$ cat src/rtl/xps2_rx_pkg.sv
// Shared types and PS/2 frame constants for the PS/2 scan-code receiver.
// Frames are start + 8 data bits (LSB first) + odd parity + stop.
package xps2_rx_pkg;

    typedef enum logic [2:0] {
        ST_IDLE    = 3'd0,
        ST_RECV    = 3'd1,
        ST_CHECK   = 3'd2,
        ST_WR_DATA = 3'd3,
        ST_WR_CNT  = 3'd4
    } state_t;

    localparam int FRAME_BITS   = 11;
    localparam int PAYLOAD_BITS = FRAME_BITS - 1;
    localparam int CNT_W        = 16;

    // Payload layout after shifting: [7:0] data, [8] parity, [9] stop.
    function automatic logic frame_ok(input logic [PAYLOAD_BITS-1:0] payload);
        return (^payload[8:0]) & payload[9];
    endfunction

endpackage

$ cat src/rtl/xps2_rx_xsync2.sv
// Two-flop synchronizer for one asynchronous PS/2 line; idles high like the bus.
module xsync2 (
    input  logic clk,
    input  logic rst,
    input  logic d,
    output logic q
);

    logic meta;

    // Double-register the asynchronous input.
    always_ff @(posedge clk) begin
        if (rst) begin
            meta <= 1'b1;
            q    <= 1'b1;
        end else begin
            meta <= d;
            q    <= meta;
        end
    end

endmodule

$ cat src/rtl/xps2_rx.sv
// PS/2 device-to-host receiver: validates frames, writes scan codes into a
// register-file ring and then updates a frame-count word.
module xps2_rx
    import xps2_rx_pkg::*;
#(
    parameter int DATA_W      = 32,
    parameter int REGF_ADDR_W = 4,
    parameter int BUF_BASE    = 0,
    parameter int BUF_DEPTH   = 8,
    parameter int CNT_ADDR    = 15,
    parameter int TIMEOUT_CYC = 10000
) (
    input  logic                   clk,
    input  logic                   rst,
    input  logic                   ps2_clk,
    input  logic                   ps2_data,
    output logic                   ext_we,
    output logic [REGF_ADDR_W-1:0] ext_addr,
    output logic [DATA_W-1:0]      ext_data_in,
    output logic                   busy,
    output logic                   err
);

    localparam int PTR_W = (BUF_DEPTH > 1) ? $clog2(BUF_DEPTH) : 1;
    localparam int WD_W  = $clog2(TIMEOUT_CYC + 1);

    logic                    ps2_clk_s;
    logic                    ps2_data_s;
    logic                    ps2_clk_prev;
    logic                    fall;
    state_t                  state;
    state_t                  state_nxt;
    logic [PAYLOAD_BITS-1:0] shreg;
    logic [3:0]              bit_idx;
    logic [WD_W-1:0]         wd;
    logic [PTR_W-1:0]        wr_ptr;
    logic [CNT_W-1:0]        frame_cnt;
    logic                    we_nxt;
    logic [REGF_ADDR_W-1:0]  addr_nxt;
    logic [DATA_W-1:0]       data_nxt;
    logic                    err_nxt;

    xsync2 u_sync_clk (
        .clk (clk),
        .rst (rst),
        .d   (ps2_clk),
        .q   (ps2_clk_s)
    );

    xsync2 u_sync_data (
        .clk (clk),
        .rst (rst),
        .d   (ps2_data),
        .q   (ps2_data_s)
    );

    assign fall = ps2_clk_prev & ~ps2_clk_s;

    // Edge-detect history and FSM state register.
    always_ff @(posedge clk) begin
        if (rst) begin
            ps2_clk_prev <= 1'b1;
            state        <= ST_IDLE;
        end else begin
            ps2_clk_prev <= ps2_clk_s;
            state        <= state_nxt;
        end
    end

    // Next state plus next values of the registered outputs.
    always_comb begin
        state_nxt = state;
        we_nxt    = 1'b0;
        addr_nxt  = '0;
        data_nxt  = '0;
        err_nxt   = 1'b0;
        case (state)
            ST_IDLE: begin
                if (fall) begin
                    if (!ps2_data_s) begin
                        state_nxt = ST_RECV;
                    end else begin
                        err_nxt = 1'b1;
                    end
                end else begin
                    state_nxt = ST_IDLE;
                end
            end
            ST_RECV: begin
                if (fall) begin
                    if (bit_idx == 4'(PAYLOAD_BITS - 1)) begin
                        state_nxt = ST_CHECK;
                    end else begin
                        state_nxt = ST_RECV;
                    end
                end else if (wd == WD_W'(TIMEOUT_CYC - 1)) begin
                    state_nxt = ST_IDLE;
                    err_nxt   = 1'b1;
                end else begin
                    state_nxt = ST_RECV;
                end
            end
            ST_CHECK: begin
                if (frame_ok(shreg)) begin
                    state_nxt = ST_WR_DATA;
                    we_nxt    = 1'b1;
                    addr_nxt  = REGF_ADDR_W'(BUF_BASE) + REGF_ADDR_W'(wr_ptr);
                    data_nxt  = DATA_W'(shreg[7:0]);
                end else begin
                    state_nxt = ST_IDLE;
                    err_nxt   = 1'b1;
                end
            end
            ST_WR_DATA: begin
                state_nxt = ST_WR_CNT;
                we_nxt    = 1'b1;
                addr_nxt  = REGF_ADDR_W'(CNT_ADDR);
                data_nxt  = DATA_W'(frame_cnt + 16'd1);
            end
            ST_WR_CNT: begin
                state_nxt = ST_IDLE;
            end
            default: begin
                state_nxt = ST_IDLE;
            end
        endcase
    end

    // Frame datapath; wd counts cycles elapsed since the last PS/2 edge.
    always_ff @(posedge clk) begin
        if (rst) begin
            shreg     <= '0;
            bit_idx   <= '0;
            wd        <= '0;
            wr_ptr    <= '0;
            frame_cnt <= '0;
        end else begin
            case (state)
                ST_RECV: begin
                    if (fall) begin
                        shreg   <= {ps2_data_s, shreg[PAYLOAD_BITS-1:1]};
                        bit_idx <= bit_idx + 4'd1;
                        wd      <= WD_W'(1);
                    end else begin
                        wd <= wd + WD_W'(1);
                    end
                end
                ST_CHECK: begin
                    wd <= '0;
                end
                ST_WR_DATA: begin
                    wr_ptr    <= (wr_ptr == PTR_W'(BUF_DEPTH - 1)) ? '0 : wr_ptr + PTR_W'(1);
                    frame_cnt <= frame_cnt + 16'd1;
                end
                default: begin
                    shreg   <= '0;
                    bit_idx <= '0;
                    wd      <= '0;
                end
            endcase
        end
    end

    // Registered host write port and status outputs.
    always_ff @(posedge clk) begin
        if (rst) begin
            ext_we      <= 1'b0;
            ext_addr    <= '0;
            ext_data_in <= '0;
            busy        <= 1'b0;
            err         <= 1'b0;
        end else begin
            ext_we      <= we_nxt;
            ext_addr    <= addr_nxt;
            ext_data_in <= data_nxt;
            busy        <= (state_nxt != ST_IDLE);
            err         <= err_nxt;
        end
    end

endmodule

$ cat config.mk
export PLATFORM = sky130hd
export DESIGN_NAME = xps2_rx
export DESIGN_NICKNAME = d
export VERILOG_FILES = /design/src/rtl/xps2_rx_pkg.sv /design/src/rtl/xps2_rx_xsync2.sv /design/src/rtl/xps2_rx.sv
export SDC_FILE = /design/constraint.sdc
export NUM_CORES = 1
export LEC_CHECK = 0
export ABC_CLOCK_PERIOD_IN_PS = 2200
export BUFFER_PORTS_ARGS = -buffer_cell sky130_fd_sc_hd__buf_2
export CORE_ASPECT_RATIO = 2
export CORE_UTILIZATION = 50
export DETAILED_ROUTE_END_ITERATION = 8
export PLACE_DENSITY = 0.67
export SYNTH_ARGS = -nofsm -noshare
export SYNTH_HDL_FRONTEND = slang
export SYNTH_HIERARCHICAL = 1
export SYNTH_SLANG_ARGS = --single-unit
$ cat constraint.sdc
create_clock -name clk -period 2.2 [get_ports clk]
set_input_delay 0.22 -clock clk [delete_from_list [all_inputs] [get_ports clk]]
set_output_delay 0.22 -clock clk [all_outputs]
set_load 0.01 [all_outputs]
# Word-level counts from Yosys, hierarchy flattened
# Cells that the tools add are included.
# totals
ff_bits	94
input_bits	4
out_inout_bits	39
wordCells	63
# classes
addsub	5
eq_ne	7
mux	26
bitwise_logic	4
n_reduce_logical	5
# op_table
op	n
case mux 17 bit (2 select lines)	1
case mux 14 bit (2 select lines)	1
case mux 10 bit (2 select lines)	1
adder 16 x 1 -> 17 bit, second input constant	1
adder 16 x 1 -> 16 bit, second input constant	1
case mux 4 bit (2 select lines)	2
two-way mux 3 bit	5
adder 14 x 1 -> 14 bit, second input constant	1
== test 14 bit, second input constant	1
two-way mux 14 bit	1
case mux 3 bit (4 select lines)	1
two-way mux 10 bit	1
parity 9 bit	1
two-way mux 8 bit	1
two-way mux 1 bit	7
== test 3 x 2 -> 1 bit, second input constant	2
adder 4 x 1 -> 4 bit, second input constant	1
== test 4 bit, second input constant	1
two-way mux 2 bit	2
two-way mux 4 bit	1
adder 3 x 1 -> 3 bit, second input constant	1
== test 3 x 1 -> 1 bit, second input constant	1
== test 3 bit, second input constant	1
logical NOT 3 bit	1
other kinds (8)	10

# Logic depth before layout (Yosys ltp)
# depth
depth_word	5
mapped_depth	7
depth_no_buf	7

# Modules after synthesis
# Netlist, hierarchy kept.
# by_module_without_submodules
module	instances	cells_each	area_each_um2
xps2_rx	1	384	3330.7
xsync2	2	4	52.6

# Worst setup path before layout
# No wires, ideal clock.
# synth_timing
path_type	flip-flop to flip-flop
start	register frame_cnt[0]
end	register ext_data_in[14]
setup_ps	71
arrival_time_ps	1723
required_ps	2129
path_slack_ps	406
stages_incl_launch_ff	7
n_path_buf	1
period_less_slack_ps	1794
path_cell_list	dfxtp_1 ha_1 nand3_1 or3_1 clkbuf_1 or3_1 a21oi_1
# synth_via
elab_chain_cells	2
# synth_rtl
element	line_no	source
start: declaration	xps2_rx.sv:37	logic [CNT_W-1:0] frame_cnt;
start signal: assignment	xps2_rx.sv:153	frame_cnt <= frame_cnt + 16'd1;
adder 16 x 1 -> 17 bit	xps2_rx.sv:118	data_nxt = DATA_W'(frame_cnt + 16'd1);
case mux 17 bit (2 select lines)	xps2_rx.sv:77	case (state)
end signal: assignment	xps2_rx.sv:175	ext_data_in <= data_nxt;
end: declaration	xps2_rx.sv:19	output logic [DATA_W-1:0] ext_data_in,
# Every way passes these cells.
# A chain may end at the register's enable or synchronous reset.

# Worst setup path in the final report
# layout_timing
start	register shreg[4]
end	register ext_data_in[3]
# layout_via
elab_chain_cells	4
# layout_rtl
element	line_no	source
start: declaration	xps2_rx.sv:33	logic [PAYLOAD_BITS-1:0] shreg;
start signal: assignment	xps2_rx.sv:141	shreg <= {ps2_data_s, shreg[PAYLOAD_BITS-1:1]};
parity 9 bit	xps2_rx_pkg.sv:19	return (^payload[8:0]) & payload[9];
bitwise AND 1 bit	xps2_rx_pkg.sv:19	
two-way mux 8 bit	xps2_rx.sv:104	if (frame_ok(shreg)) begin
case mux 17 bit (2 select lines)	xps2_rx.sv:77	
# Every way passes these cells.

==> impl_metrics.tcl <==
set metrics [dict create \
    yosys.area.top_type "dfxtp_1" \
    cts_resized 0 \
    drcViolationCount 0 \
    grt_max_degree 23 \
    finalWeightedCongestion 0.813 \
    cts_tree "yes" \
    cp_slowest_stage_delay_ps 460 \
    cts.sinks 79 \
    hpwl_um 5310 \
    htreeDepth 3 \
    syn-cell-area_mm2 0.00344 \
    nNetsFinal 433 \
    status "complete, no violations" \
    io_pins 43 \
    path_cells "xor2_1 > xnor3_1 > mux2i_4 > nor3b_4 > a22o_2" \
    cap_violations 0 \
    p_leak_nw 1.50 \
    ir_worst_vdd_uv 610 \
    rr_worst_depth 5 \
    rows 42 \
    grt.total_usage_pct 23.0 \
    crit_buf_inv 0 \
    grt_pass1_wl_um 12000 \
    fin_worst_skew_ps 5.77 \
    grt_remaining_overflow 0 \
    cp_top_family "XOR/XNOR gates" \
    setup_ws_ps 275 \
    r2r_slack_ps 270 \
    finalSetupViolations 0 \
    cp_data_required_time_ps 2480 \
    start_kind "flop" \
    crit_type "reg2reg" \
    area_growth_pct 14.3 \
    layout-drive-gt1-share_pct 14.3 \
    pwr_density_cell_mw_per_mm2 742 \
    port_buffers 27 \
    layoutNonFillerInstCount 514 \
    min_to "u_sync_data/meta" \
    vias 2711 \
    wl_per_cell_um 14.2 \
    place_area_mm2 0.00365 \
    grt_pass1_vias 2644 \
    diodes 0 \
    synthXorXnorAreaFrac_pct 10.2 \
    dp_slack_ps 304 \
    initial_utilization_pct 51.9 \
    synthTopCellsByArea "dfxtp_1 (46%), nand2_1 (4.8%), xnor2_1 (4.6%)" \
    slew_headroom_pct 57.0 \
    antenna_found_initial 0 \
    hold_viol 0 \
    synth-adder-area-share_pct 2.18 \
    netlist_instances 392 \
    dpl.cell_count 500 \
    finalCriticalPeriod_ps 1930 \
    synth_area_per_cell_um2 8.76 \
    timing.hold.ws_ps 60.1 \
    fillCellCount 620 \
    cts_buffers 9 \
    reg2reg_to "ext_data_in[3]" \
    fp.coreArea_mm2 0.00662 \
    max_freq_ghz 0.519 \
    drt_iter0_markers 103 \
    ys_ff_latch 79 \
    seq_area_frac_synth_pct 46.0 \
    finalCritPeriodShare_pct 87.5 \
    worstHoldStart "ps2_data" \
    worst_setup_path_end_kind "flop" \
    finalMaxSlewViolations 0 \
    synth-edff-count 0 \
    arrival_ps 2210 \
    via_per_inst 5.27 \
    post_cts.repair.setup_buffers 0 \
    hp-class "in2reg" \
    worstPathMaxFanout 6 \
    die_h_um 119 \
    die_x_um 60.6 \
    routed_wl_um 7320 \
    ys_warn_count 6 \
    synth_top_family_by_area "simple AND/OR/NAND/NOR gates" \
    synth_compound_area_share_pct 11.5 \
    rsz0062_at_grt "no" \
    fin_tns_setup_ps 0 \
    synth_ff_type "dfxtp_1" \
    timing.rr.start "shreg[4]" \
    slowest_stage "xnor3_1" \
    cts_buffer_depth 2 \
    hold_path_depth 2 \
    muxShareOfSynthArea_pct 0.655 \
    ys_types 46 \
    async_reset_ff_share_pct 0 \
    design_area_mm2 0.00393 \
    drt-pass1-iter-count 4 \
    ant_nets 0 \
    synthSimpleGateAreaFrac_pct 23.1 \
    clk_latency_ps 340 \
    yosysTopAreaCellShare_pct 46.0 \
    die_area_mm2 0.00723 \
    ctsHoldBuffers 0 \
    tightest_slew_ps 642 \
    cts_root_buf "clkbuf_16" \
    worst_setup_hold_path_clk_slew_ps 50 \
]
==> cells in the mapped netlist (2+ instances only) <==
| master | n |
|---|---|
| a21o_1 | 3 |
| a21oi_1 | 31 |
| a22o_2 | 4 |
| a32oi_1 | 2 |
| a41oi_1 | 2 |
| and3_1 | 3 |
| buf_4 | 15 |
| clkbuf_1 | 18 |
| dfxtp_1 | 79 |
| ha_1 | 6 |
| inv_1 | 7 |
| nand2_1 | 44 |
| nand2b_1 | 3 |
| nand3_1 | 25 |
| nand4_1 | 7 |
| nor2_1 | 39 |
| nor3_1 | 10 |
| nor3b_1 | 2 |
| nor4b_1 | 2 |
| o21ai_0 | 13 |
| o2bb2ai_1 | 2 |
| or2_1 | 4 |
| or2_2 | 4 |
| or3_1 | 11 |
| xnor2_1 | 18 |
| xnor3_1 | 2 |
| xor2_1 | 17 |
==> metrics by stage <==
stage / utilization, % / total power, mW
after floorplan: - / 1.52
after global placement: 55.1 / 1.52
after detailed placement: 55.1 / 1.52
after CTS: 59.3 / 2.95
after global routing: 59.3 / 3.00
final: 59.3 / 2.91
==> state kept, by name, summed over array words and instances, names as in the netlist <==
register          count
bit_idx               4
busy                  1
err                   1
ext_addr              4
ext_data_in          17
ext_we                1
frame_cnt            16
ps2_clk_prev          1
shreg                10
state                 3
u_sync_clk/meta       1
u_sync_clk/q          1
u_sync_data/meta      1
u_sync_data/q         1
wd                   14
wr_ptr                3
==> worst reg2reg max path, cell delays in order (launching register included) <==
cell and delay (ps):
dfxtp_1 380, xor2_1 180, xnor3_1 460, mux2i_4 290
nor3b_4 350, a22o_2 200
==> layout make-up <==
| type | count | area, µm² | share of cell area [%] |
|---|---|---|---|
| clock buffer | 13 | 250 | 6.37 |
| inverter | 7 | 26.3 | 0.669 |
| sequential | 79 | 1580 | 40.3 |
| timing repair buffer | 40 | 233 | 5.93 |
| tap | 88 | 110 | 2.80 |
| clock inverter | 1 | 30.0 | 0.765 |
| multi-input combinational | 286 | 1700 | 43.2 |
==> placed cells by master (no fill, tap or decap), types with 2 or more instances in the layout <==
cell type	synthesis	layout
nand2b_1	3	3
a21oi_1	31	31
clkbuf_16	0	9
buf_2	1	27
o2bb2ai_1	2	2
conb_1	1	15
ha_1	6	6
xnor2_1	18	18
xnor3_1	2	2
inv_1	7	7
nor3_1	10	10
nor2_1	39	39
clkbuf_1	18	3
or2_1	4	4
o21ai_0	13	13
nor3b_1	2	2
nor4b_1	2	2
a32oi_1	2	2
a22o_2	4	4
nand4_1	7	7
or2_2	4	4
nand3_1	25	25
a41oi_1	2	2
nand2_1	44	44
buf_4	15	13
dfxtp_1	79	79
xor2_1	17	17
a21o_1	3	3
or3_1	11	11
and3_1	3	3
==> logic make-up after synthesis <==
logic type | after synthesis
buf+inv | 41
simple gates | 162
fa+ha+maj | 6
xor+xnor | 37
other cells | 1
flops | 79
mux | 1
compound gates | 65
==> metal layers <==
layer / vias to the layer above / wire, µm / global-route usage (%)
li1: 1376 / - / -
met1: 1267 / 2720 / 22.1
met5: - / 0 / 0
met2: 44 / 4010 / 40.0
met4: 0 / 383 / 15.5
met3: 24 / 199 / 6.30
==> worst max path at each step <==
stage	start	end	slack, ps	cells after the start
6_report	shreg[4]	ext_data_in[3]	270	5
5_1_grt	frame_cnt[0]	frame_cnt[14]	190	6
4_1_cts	shreg[4]	ext_data_in[3]	280	5
3_5_place_dp	shreg[4]	ext_data_in[3]	300	5
2_1_floorplan	frame_cnt[0]	ext_data_in[14]	410	6
3_3_place_gp	shreg[4]	ext_data_in[3]	350	5
==> power by group <==
group          leakage [nW]  switching [mW]  internal [mW]
Sequential            0.637         0.00227           1.44
Clock                 0.136           0.524          0.897
Combinational         0.730          0.0378         0.0140
Total                  1.50           0.564           2.35
No activity file was read; power rests on OpenSTA's default activity.
